### src/rtl/a78_cart_loader_if.sv
// Download/RAM-write bus for the A78 cart loader: the hps_io ioctl stream in,
// the cart RAM port-B write strobe, address and data out.
interface a78_cart_loader_if #(
   parameter int ADDR_W = 18
) ();
   logic              ioctl_download;
   logic [7:0]        ioctl_index;
   logic              ioctl_wr;
   logic [24:0]       ioctl_addr;
   logic [7:0]        ioctl_dout;
   logic              cart_wr;
   logic [ADDR_W-1:0] cart_waddr;
   logic [7:0]        cart_wdata;

   // master: the download source (hps_io side); slave: the loader
   modport master (
      output ioctl_download, ioctl_index, ioctl_wr, ioctl_addr, ioctl_dout,
      input  cart_wr, cart_waddr, cart_wdata
   );
   modport slave (
      input  ioctl_download, ioctl_index, ioctl_wr, ioctl_addr, ioctl_dout,
      output cart_wr, cart_waddr, cart_wdata
   );
endinterface

### src/rtl/a78_cart_loader.sv
// Streaming A78/A26 cart loader: strips a signed 128-byte header, writes cart RAM, commits
// header fields on completion. Optional header size check: define A78_LOADER_SIZE_CHECK_EN.
module a78_cart_loader #(
   parameter int ADDR_W   = 18,
   parameter int HDR_LEN  = 128,
   parameter int BIOS_IDX = 0
) (
   input  logic               clk_sys,
   input  logic               reset_n,
   a78_cart_loader_if.slave   bus,
   output logic               cart_is_7800,
   output logic [15:0]        cart_flags,
   output logic [7:0]         joy0_type,
   output logic [7:0]         joy1_type,
   output logic [7:0]         cart_region,
   output logic [7:0]         cart_save,
   output logic [31:0]        cart_size,
   output logic               cart_valid,
   output logic               load_done,
   output logic               overflow,
   output logic               size_mismatch
);

   typedef enum logic [1:0] {S_IDLE, S_HDR, S_BODY, S_FINISH} state_t;

   localparam logic [24:0] HDR_LEN_A = 25'(HDR_LEN);

   state_t            state_q;
   logic              dl_q;
   logic              sig_ok_q;
   logic              sig_done_q;
   logic              any_q;
   logic [31:0]       last_addr_q;
   logic [15:0]       flags_sh_q;
   logic [7:0]        joy0_sh_q;
   logic [7:0]        joy1_sh_q;
   logic [7:0]        region_sh_q;
   logic [7:0]        save_sh_q;
   logic              cart_wr_q;
   logic [ADDR_W-1:0] cart_waddr_q;
   logic [7:0]        cart_wdata_q;
   logic              cart_is_7800_q;
   logic [15:0]       cart_flags_q;
   logic [7:0]        joy0_q;
   logic [7:0]        joy1_q;
   logic [7:0]        region_q;
   logic [7:0]        save_q;
   logic [31:0]       cart_size_q;
   logic              cart_valid_q;
   logic              load_done_q;
   logic              overflow_q;
`ifdef A78_LOADER_SIZE_CHECK_EN
   logic [31:0]       size_hdr_q;
   logic              size_mismatch_q;
`endif

   logic        cart_dl;
   logic        dl_rise;
   logic        dl_fall;
   logic        accept;
   logic        sig_valid;
   logic        sig_byte;
   logic [24:0] pay_addr;
   logic        in_range;
   logic [31:0] size_next;

   function automatic logic [7:0] sig_char(input logic [2:0] idx);
      case (idx)
         3'd1:    sig_char = 8'h41; // A
         3'd2:    sig_char = 8'h54; // T
         3'd3:    sig_char = 8'h41; // A
         3'd4:    sig_char = 8'h52; // R
         3'd5:    sig_char = 8'h49; // I
         default: sig_char = 8'h00;
      endcase
   endfunction

   assign cart_dl   = bus.ioctl_download && (bus.ioctl_index != BIOS_IDX[7:0]);
   assign dl_rise   = cart_dl && !dl_q;
   assign dl_fall   = !cart_dl && dl_q;
   assign accept    = bus.ioctl_wr && (state_q == S_HDR || state_q == S_BODY);
   // A stream that never reached byte 5 cannot claim the signature.
   assign sig_valid = sig_ok_q && sig_done_q;
   assign sig_byte  = (bus.ioctl_addr >= 25'd1) && (bus.ioctl_addr <= 25'd5);
   assign pay_addr  = (sig_valid && bus.ioctl_addr >= HDR_LEN_A) ? bus.ioctl_addr - HDR_LEN_A
                                                                 : bus.ioctl_addr;
   assign in_range  = (pay_addr >> ADDR_W) == 25'd0;
   assign size_next = any_q ? last_addr_q + 32'd1 : 32'd0;

   always_ff @(posedge clk_sys or negedge reset_n) begin
      if (!reset_n) begin
         state_q        <= S_IDLE;
         // Held high so a download still in progress at reset release is not seen as a new start.
         dl_q           <= 1'b1;
         sig_ok_q       <= 1'b0;
         sig_done_q     <= 1'b0;
         any_q          <= 1'b0;
         last_addr_q    <= '0;
         flags_sh_q     <= '0;
         joy0_sh_q      <= '0;
         joy1_sh_q      <= '0;
         region_sh_q    <= '0;
         save_sh_q      <= '0;
         cart_wr_q      <= 1'b0;
         cart_waddr_q   <= '0;
         cart_wdata_q   <= '0;
         cart_is_7800_q <= 1'b0;
         cart_flags_q   <= '0;
         joy0_q         <= '0;
         joy1_q         <= '0;
         region_q       <= '0;
         save_q         <= '0;
         cart_size_q    <= '0;
         cart_valid_q   <= 1'b0;
         load_done_q    <= 1'b0;
         overflow_q     <= 1'b0;
`ifdef A78_LOADER_SIZE_CHECK_EN
         size_hdr_q      <= '0;
         size_mismatch_q <= 1'b0;
`endif
      end else begin
         dl_q        <= cart_dl;
         cart_wr_q   <= 1'b0;
         load_done_q <= 1'b0;

         if (accept) begin
            if (in_range) begin
               cart_wr_q    <= 1'b1;
               cart_waddr_q <= pay_addr[ADDR_W-1:0];
               cart_wdata_q <= bus.ioctl_dout;
            end else begin
               overflow_q <= 1'b1;
            end
            any_q       <= 1'b1;
            last_addr_q <= 32'(pay_addr);
            if (sig_byte) begin
               if (bus.ioctl_dout != sig_char(bus.ioctl_addr[2:0]))
                  sig_ok_q <= 1'b0;
               if (bus.ioctl_addr == 25'd5)
                  sig_done_q <= 1'b1;
            end
            case (bus.ioctl_addr)
`ifdef A78_LOADER_SIZE_CHECK_EN
               25'd49:  size_hdr_q[31:24] <= bus.ioctl_dout;
               25'd50:  size_hdr_q[23:16] <= bus.ioctl_dout;
               25'd51:  size_hdr_q[15:8]  <= bus.ioctl_dout;
               25'd52:  size_hdr_q[7:0]   <= bus.ioctl_dout;
`endif
               25'd53:  flags_sh_q[15:8] <= bus.ioctl_dout;
               25'd54:  flags_sh_q[7:0]  <= bus.ioctl_dout;
               25'd55:  joy0_sh_q        <= bus.ioctl_dout;
               25'd56:  joy1_sh_q        <= bus.ioctl_dout;
               25'd57:  region_sh_q      <= bus.ioctl_dout;
               25'd58:  save_sh_q        <= bus.ioctl_dout;
               default: ;
            endcase
         end

         case (state_q)
            S_IDLE: begin
               if (dl_rise) begin
                  state_q      <= S_HDR;
                  sig_ok_q     <= 1'b1;
                  sig_done_q   <= 1'b0;
                  any_q        <= 1'b0;
                  last_addr_q  <= '0;
                  cart_valid_q <= 1'b0;
                  overflow_q   <= 1'b0;
                  flags_sh_q   <= '0;
                  joy0_sh_q    <= '0;
                  joy1_sh_q    <= '0;
                  region_sh_q  <= '0;
                  save_sh_q    <= '0;
`ifdef A78_LOADER_SIZE_CHECK_EN
                  size_hdr_q      <= '0;
                  size_mismatch_q <= 1'b0;
`endif
               end
            end
            S_HDR, S_BODY: begin
               // The end of the stream wins over header completion; a byte on that edge is still taken.
               if (dl_fall) begin
                  state_q     <= S_FINISH;
                  load_done_q <= 1'b1;
               end else if (state_q == S_HDR && accept &&
                            bus.ioctl_addr >= HDR_LEN_A - 25'd1) begin
                  state_q <= S_BODY;
               end
            end
            S_FINISH: begin
               state_q        <= S_IDLE;
               cart_is_7800_q <= sig_valid;
               cart_flags_q   <= sig_valid ? flags_sh_q  : 16'd0;
               joy0_q         <= sig_valid ? joy0_sh_q   : 8'd0;
               joy1_q         <= sig_valid ? joy1_sh_q   : 8'd0;
               region_q       <= sig_valid ? region_sh_q : 8'd0;
               save_q         <= sig_valid ? save_sh_q   : 8'd0;
               cart_size_q    <= size_next;
               cart_valid_q   <= any_q && !overflow_q;
`ifdef A78_LOADER_SIZE_CHECK_EN
               size_mismatch_q <= sig_valid && (size_hdr_q != size_next);
`endif
            end
            default: state_q <= S_IDLE;
         endcase
      end
   end

   assign bus.cart_wr    = cart_wr_q;
   assign bus.cart_waddr = cart_waddr_q;
   assign bus.cart_wdata = cart_wdata_q;
   assign cart_is_7800   = cart_is_7800_q;
   assign cart_flags     = cart_flags_q;
   assign joy0_type      = joy0_q;
   assign joy1_type      = joy1_q;
   assign cart_region    = region_q;
   assign cart_save      = save_q;
   assign cart_size      = cart_size_q;
   assign cart_valid     = cart_valid_q;
   assign load_done      = load_done_q;
   assign overflow       = overflow_q;
`ifdef A78_LOADER_SIZE_CHECK_EN
   assign size_mismatch  = size_mismatch_q;
`else
   assign size_mismatch  = 1'b0;
`endif

endmodule

### src/flat_wrapper.sv
// flat-port wrapper written by rule: the top's interface ports become plain ports
module a78_cart_loader_flat 
#(
   parameter int ADDR_W   = 18,
   parameter int HDR_LEN  = 128,
   parameter int BIOS_IDX = 0
)
  (clk_sys, reset_n, cart_is_7800, cart_flags, joy0_type, joy1_type, cart_region, cart_save, cart_size, cart_valid, load_done, overflow, size_mismatch, bus_ioctl_download, bus_ioctl_index, bus_ioctl_wr, bus_ioctl_addr, bus_ioctl_dout, bus_cart_wr, bus_cart_waddr, bus_cart_wdata);
  a78_cart_loader_if #(.ADDR_W(ADDR_W)) bus_i ();
  input  logic clk_sys;
  input  logic reset_n;
  output logic cart_is_7800;
  output logic [15:0] cart_flags;
  output logic [7:0] joy0_type;
  output logic [7:0] joy1_type;
  output logic [7:0] cart_region;
  output logic [7:0] cart_save;
  output logic [31:0] cart_size;
  output logic cart_valid;
  output logic load_done;
  output logic overflow;
  output logic size_mismatch;
  input wire logic [$bits(bus_i.ioctl_download)-1:0] bus_ioctl_download;
  input wire logic [$bits(bus_i.ioctl_index)-1:0] bus_ioctl_index;
  input wire logic [$bits(bus_i.ioctl_wr)-1:0] bus_ioctl_wr;
  input wire logic [$bits(bus_i.ioctl_addr)-1:0] bus_ioctl_addr;
  input wire logic [$bits(bus_i.ioctl_dout)-1:0] bus_ioctl_dout;
  output wire logic [$bits(bus_i.cart_wr)-1:0] bus_cart_wr;
  output wire logic [$bits(bus_i.cart_waddr)-1:0] bus_cart_waddr;
  output wire logic [$bits(bus_i.cart_wdata)-1:0] bus_cart_wdata;
  assign bus_i.ioctl_download = bus_ioctl_download;
  assign bus_i.ioctl_index = bus_ioctl_index;
  assign bus_i.ioctl_wr = bus_ioctl_wr;
  assign bus_i.ioctl_addr = bus_ioctl_addr;
  assign bus_i.ioctl_dout = bus_ioctl_dout;
  assign bus_cart_wr = bus_i.cart_wr;
  assign bus_cart_waddr = bus_i.cart_waddr;
  assign bus_cart_wdata = bus_i.cart_wdata;
  a78_cart_loader #(.ADDR_W(ADDR_W), .HDR_LEN(HDR_LEN), .BIOS_IDX(BIOS_IDX)) u_core (.clk_sys(clk_sys), .reset_n(reset_n), .bus(bus_i), .cart_is_7800(cart_is_7800), .cart_flags(cart_flags), .joy0_type(joy0_type), .joy1_type(joy1_type), .cart_region(cart_region), .cart_save(cart_save), .cart_size(cart_size), .cart_valid(cart_valid), .load_done(load_done), .overflow(overflow), .size_mismatch(size_mismatch));
endmodule
### config.mk
export PLATFORM = sky130hd
export DESIGN_NAME = a78_cart_loader_flat
export DESIGN_NICKNAME = d
export VERILOG_FILES = /design/src/rtl/a78_cart_loader_if.sv /design/src/rtl/a78_cart_loader.sv /design/src/flat_wrapper.sv
export SDC_FILE = /design/constraint.sdc
export NUM_CORES = 1
export LEC_CHECK = 0
export CAP_MARGIN = 20
export CORE_MARGIN = 5
export CORE_UTILIZATION = 35
export CTS_CLUSTER_DIAMETER = 80
export CTS_CLUSTER_SIZE = 30
export DETAILED_ROUTE_END_ITERATION = 12
export PLACE_DENSITY_LB_ADDON = 0.05
export SLEW_MARGIN = 40
export SYNTH_ARGS = -nofsm -noshare
export SYNTH_HDL_FRONTEND = slang
export SYNTH_SLANG_ARGS = --single-unit
### constraint.sdc
create_clock -name clk_sys -period 2.7 [get_ports clk_sys]
set_input_delay 0.54 -clock clk_sys [delete_from_list [all_inputs] [get_ports clk_sys]]
set_output_delay 0.54 -clock clk_sys [all_outputs]
set_load 0.05 [all_outputs]
# Yosys cells after proc, flatten, opt, wreduce, memory -nomap -nowiden

Index checks and enable logic that the tools add are counted.

Output and inout port bits: 112
Word-level logic and storage cells: 132
Register bits after elaboration: 197

Add/subtract/negate cells: 2
Equality and inequality tests: 18
Reductions and logical operators: 23
Muxes and demuxes: 61
Magnitude comparators: 4

Operators by type and width:

| operator                                                                             | number |
|---|---|
| 8-bit two-way mux                                                                    | 24 |
| 25-bit by 6-bit == test with 1-bit output, second input constant                     | 6 |
| 32-bit two-way mux                                                                   | 4 |
| 16-bit two-way mux                                                                   | 4 |
| 32-bit by 1-bit adder with 32-bit output, second input constant                      | 1 |
| 7-bit case mux with 4 select lines                                                   | 1 |
| 25-bit by 3-bit == test with 1-bit output, second input constant                     | 1 |
| 25-bit by 1-bit greater-or-equal comparator with 1-bit output, second input constant | 1 |
| 25-bit by 7-bit greater-or-equal comparator with 1-bit output, second input constant | 1 |
| 25-bit by 8-bit greater-or-equal comparator with 1-bit output, second input constant | 1 |
| 25-bit by 3-bit <= comparator with 1-bit output, second input constant               | 1 |
| 25-bit logical NOT                                                                   | 1 |
| 25-bit two-way mux                                                                   | 1 |
| 25-bit by 8-bit subtractor with 25-bit output, second input constant                 | 1 |
| 1-bit two-way mux                                                                    | 22 |
| 1-bit logical AND                                                                    | 10 |
| 8-bit != test                                                                        | 1 |
| 8-bit nonzero test                                                                   | 1 |
| 3-bit by 2-bit == test with 1-bit output, second input constant                      | 2 |
| 3-bit == test, second input constant                                                 | 2 |
| 2-bit two-way mux                                                                    | 3 |
| 2-bit case mux with 3 select lines                                                   | 1 |
| 2-bit AND reduction                                                                  | 3 |
| 2-bit == test, second input constant                                                 | 2 |
| 10 further kinds                                                                     | 13 |

# Longest topological paths before layout

Depth after elaboration: 11
Gate-level depth with buffers: 10

# Worst setup path before layout

OpenSTA, ideal clock, no wires.

Path type: input port to flip-flop
Start point: in bus_ioctl_addr[12]
End point: reg u_core.cart_waddr_q[0], in the netlist u_core.bus.cart_waddr[0]
Setup time: 0.125 ns
Data arrival time: 2.731 ns
Path slack: -0.156 ns
Stages on the path: 8
Path through: nor4_4 -> nand3_1 -> or4_4 -> a22o_1 -> a31oi_2 -> nand4_4 -> buf_6 -> mux2_4

Cells in the longest elaborated chain, start to end: 5
Elaborated cells on any way between the ends: 6
Those cells by class: 1 x add/sub; 1 x order compare; 1 x mux; 3 x reduce/logical

RTL lines:

| what                                                          | RTL line               | RTL |
|---|---|---|
| start: declaration                                            | flat_wrapper.sv:26     | `input wire logic [$bits(bus_i.ioctl_addr)-1:0] bus_ioctl_addr;` |
| 25-bit by 8-bit greater-or-equal comparator with 1-bit output | a78_cart_loader.sv:85  | `assign pay_addr = (sig_valid && bus.ioctl_addr >= HDR_LEN_A) ? bus.ioctl_addr - HDR_LEN_A` |
| 1-bit logical AND                                             | a78_cart_loader.sv:85  |  |
| 25-bit two-way mux (*)                                        | a78_cart_loader.sv:85  |  |
| 25-bit logical NOT                                            | a78_cart_loader.sv:87  | `assign in_range = (pay_addr >> ADDR_W) == 25'd0;` |
| 2-bit AND reduction (no line)                                 | --                     |  |
| end signal: assignment                                        | a78_cart_loader.sv:129 | `cart_waddr_q <= pay_addr[ADDR_W-1:0];` |
| end: declaration                                              | a78_cart_loader.sv:40  | `logic [ADDR_W-1:0] cart_waddr_q;` |

Mark *: on every way between the ends. The rest lies on a longest branch, timed or not.
A chain may end at the register's enable or synchronous reset.

# Final worst setup path

Start point: in bus_ioctl_addr[12]
End point: reg u_core.cart_wdata_q[1], in the netlist u_core.bus.cart_wdata[1]

Cells in the longest elaborated chain, start to end: 5
Elaborated cells on any way between the ends: 6
Those cells by class: 1 x add/sub; 1 x order compare; 1 x mux; 3 x reduce/logical

RTL lines:

| what                                                          | RTL line               | RTL |
|---|---|---|
| 25-bit by 8-bit greater-or-equal comparator with 1-bit output | a78_cart_loader.sv:85  |  |
| 1-bit logical AND                                             | a78_cart_loader.sv:85  |  |
| 25-bit two-way mux (*)                                        | a78_cart_loader.sv:85  |  |
| 25-bit logical NOT (*)                                        | a78_cart_loader.sv:87  |  |
| 2-bit AND reduction (no line) (*)                             | --                     |  |
| end signal: assignment                                        | a78_cart_loader.sv:130 | `cart_wdata_q <= bus.ioctl_dout;` |
| end: declaration                                              | a78_cart_loader.sv:41  | `logic [7:0] cart_wdata_q;` |

Marked as above.

==> results_dict.tcl <==
set metrics [dict create \
    status "finished clean" \
    grt_usage 0.1835 \
    fin_nets 1216 \
    clk_latency_ns 0.44 \
    clock_sinks 197 \
    num_vias 7367 \
    yosysTopAreaCell "dfrtp_1" \
    antenna_left 0 \
    routedWlPerCell_um 17.80 \
    synth_area_um2 9163 \
    p_comb_frac 0.335 \
    power.density_nw_per_um2 757.3 \
    fp.dieArea_um2 29520 \
    n_antenna_cell 0 \
    layout-drive-gt1-share 0.1910 \
    path_clk_slew_ns 0.09 \
    end_kind "flip-flop" \
    ys.flop_type "dfrtp_1" \
    setup.worst_path.class "input pin to flip-flop" \
    start_util 0.3536 \
    io-pin-count 157 \
    drv_cap 0 \
    finalSetupTns_ns 0 \
    drc 0 \
    critPathArrivalTime_ns 2.95 \
    pwr-share-clk 0.276 \
    startpoint "bus_ioctl_addr[12]" \
    portBuffers 155 \
    vias_per_cell 4.869 \
    crit_fanout 5 \
    synth-edff-count 0 \
    dr.pass1.iters 4 \
    min_path_type "input pin to asynchronous set/reset pin" \
    cts_buffers 17 \
    intPower_mw 5.954 \
    fin_crit_ns 2.613 \
    tightest_slew_ns 0.6010 \
    fp.dieH_um 171.8 \
    cts.htree.levels 4 \
    use_met3 0.03516 \
    synthTopCellsByArea "dfrtp_1 (54%), mux2i_1 (6.2%), o22ai_1 (5.2%)" \
    grt_pass1_vias 7414 \
    cts_tree "done" \
    postSynthAreaPerCell_um2 9.981 \
    die_x_um 171.8 \
    syn2layout_area_growth_pct 41.04 \
    grt_use_met2 0.2654 \
    cts_hold_buf 0 \
    peakVddDrop_uv 632.9 \
    routed_wirelength_um 26930 \
    max_freq_mhz 382.6 \
    yosys.cell_types.count 59 \
    slew_violations 0 \
    final.setup_skew_ns 0.01759 \
    yosys_warnings 0 \
    synth_nets 969 \
    slew_headroom 0.5993 \
    finalHoldViolCount 0 \
    power.net_switching_mw 3.832 \
    critPathLaunchType "input pin" \
    fp.coreArea_um2 25910 \
    top_usage_layer "met1" \
    r2r-start "u_core.sig_ok_q" \
    synth.yosys.seq_area_share 0.5382 \
    switching_share 0.3916 \
    dp_hpwl_um 18420 \
    antenna_found_initial 0 \
    async_reset_ff_frac 1.000 \
    leakagePower_nw 5.695 \
    critPathRequiredTime_ns 3.03 \
    use_met1 0.2833 \
    final_core_util 0.4987 \
    synth.ff_latch_count 197 \
    grt_overflow 0 \
    synth_cells 918 \
    grt_pass1_wl_um 42450 \
    globalplace.congestion 0.8346 \
    rows 59 \
    cts_buffer_depth 2 \
    finalSetupViolCount 0 \
    synth_top_cell_area_share 0.5353 \
    seq_power_share 0.389 \
    period_share 0.9679 \
    clock-root-buffer "clkbuf_16" \
    grt_max_degree 138 \
    drtIter0Drc 416 \
]
==> kinds of logic after synthesis <==
kind of cell,synth area share
compound gates,0.1080
mux,0.09013
buf+inv,0.06241
xor+xnor,0.04110
fa+ha+maj,0.008193
simple gates,0.1516
other cells,0.0004093
flops,0.5382
==> timing repair <==
action,4_1_cts,5_1_grt
cloned,2,0
resized for setup,48,32
buffers inserted,9,5
setup endpoints to repair,26,29
pin swaps,14,16
==> metrics by stage <==
step                setup slack [ns]  instance area (µm²)  instances  power (mW)  hold slack, ns
detailed placement           -0.6425                11900       1465       7.158          0.4925
floorplan                    -0.1173                 9183        918       5.891          0.2444
global placement             -0.6001                11900       1465       7.136          0.4910
finish                       0.08662                12920       1513       9.787         0.01725
global route                -0.02799                12920       1513       10.35         0.02441
CTS                         0.007021                12760       1508       9.911        0.009691
==> critical path, cell delays in order <==
cell and delay [ns]:
buf_2 0.13, nor4_4 0.41, nand3_2 0.12, buf_4 0.15
buf_4 0.15, a211oi_2 0.23, buf_4 0.17, xor2_2 0.07
nor2_2 0.18, nand4_4 0.17, clkbuf_16 0.20, buf_12 0.13
mux2_4 0.29
==> worst paths after layout <==
| check | end | slack [ns] | cells after the start |
|---|---|---|---|
| min in group clk_sys | u_core.cart_valid | 0.52 | 1 |
| setup / recovery | u_core.bus.cart_wdata[1] | 0.09 | 13 |
| hold / removal | u_core.cart_region[2] | 0.02 | 1 |
| max in group asynchronous | u_core.dl_q | 1.84 | 2 |
| hold reg to reg | u_core.cart_valid | 0.52 | 1 |
| setup reg to reg | u_core.bus.cart_wdata[1] | 0.14 | 8 |
==> registers in the layout, indices dropped and copies added, names as in the netlist, 2 cells and up <==
| signal | flops |
|---|---|
| u_core.region_sh_q | 8 |
| u_core.last_addr_q | 32 |
| u_core.joy0_type | 8 |
| u_core.joy1_type | 8 |
| u_core.flags_sh_q | 16 |
| u_core.bus.cart_waddr | 18 |
| u_core.cart_save | 8 |
| u_core.cart_flags | 16 |
| u_core.cart_size | 32 |
| u_core.save_sh_q | 8 |
| u_core.joy0_sh_q | 8 |
| u_core.cart_region | 8 |
| u_core.bus.cart_wdata | 8 |
| u_core.joy1_sh_q | 8 |
| u_core.state_q | 2 |
==> layer usage <==
layer | up-vias | wire, µm
li1 | 3624 | -
met1 | 3570 | 13820
met2 | 153 | 11470
met3 | 20 | 1296
met4 | 0 | 338
met5 | - | 0
==> cell usage after synthesis, drive strengths merged, types with 8 or more instances <==
cell and instances:
nand3 25, a21oi 21, xnor2 25, o21ai 22
clkbuf 35, nor2b 10, o22ai 76, nor2 94
xor2 18, nand2 88, and3 20, mux2 19
nor3 16, a211oi 10, nand4 8, inv 93
dfrtp 196, mux2i 57, buf 19
==> final cells by class <==
| type | count | area, µm² |
|---|---|---|
| fillers | 2461 | 12990 |
| flip-flops and latches | 197 | 4931 |
| multi-input cells | 574 | 3889 |
| repair buffers | 282 | 2701 |
| clock buffers | 18 | 439.2 |
| well taps | 335 | 419.2 |
| inverters | 93 | 349.1 |
| clock inverters | 14 | 193.9 |
==> power by group through the flow <==
stage / combinational [mW] / sequential [mW] / clock (mW)
after floorplan: 1.39 / 4.50 / 0
after global placement: 3.27 / 3.87 / 0
after detailed placement: 3.29 / 3.87 / 0
after CTS: 3.31 / 3.81 / 2.79
after global routing: 3.58 / 3.87 / 2.90
final: 3.28 / 3.81 / 2.70
==> placed cells by master (no fill, tap or decap), types with 10 or more instances in the layout <==
cell type / instances
a21oi_1: 21
and3_1: 19
buf_12: 12
buf_4: 111
clkbuf_16: 18
clkdlybuf4s50_1: 129
dfrtp_1: 196
dlygate4sd2_1: 10
dlymetal6s2s_1: 10
inv_1: 92
mux2_4: 14
mux2i_1: 57
nand2_1: 87
nand3_1: 22
nor2_1: 89
nor2b_1: 10
nor3_1: 12
o21ai_0: 21
o22ai_1: 76
xnor2_1: 25
xor2_1: 17
Power figures use the tool's default switching activity.
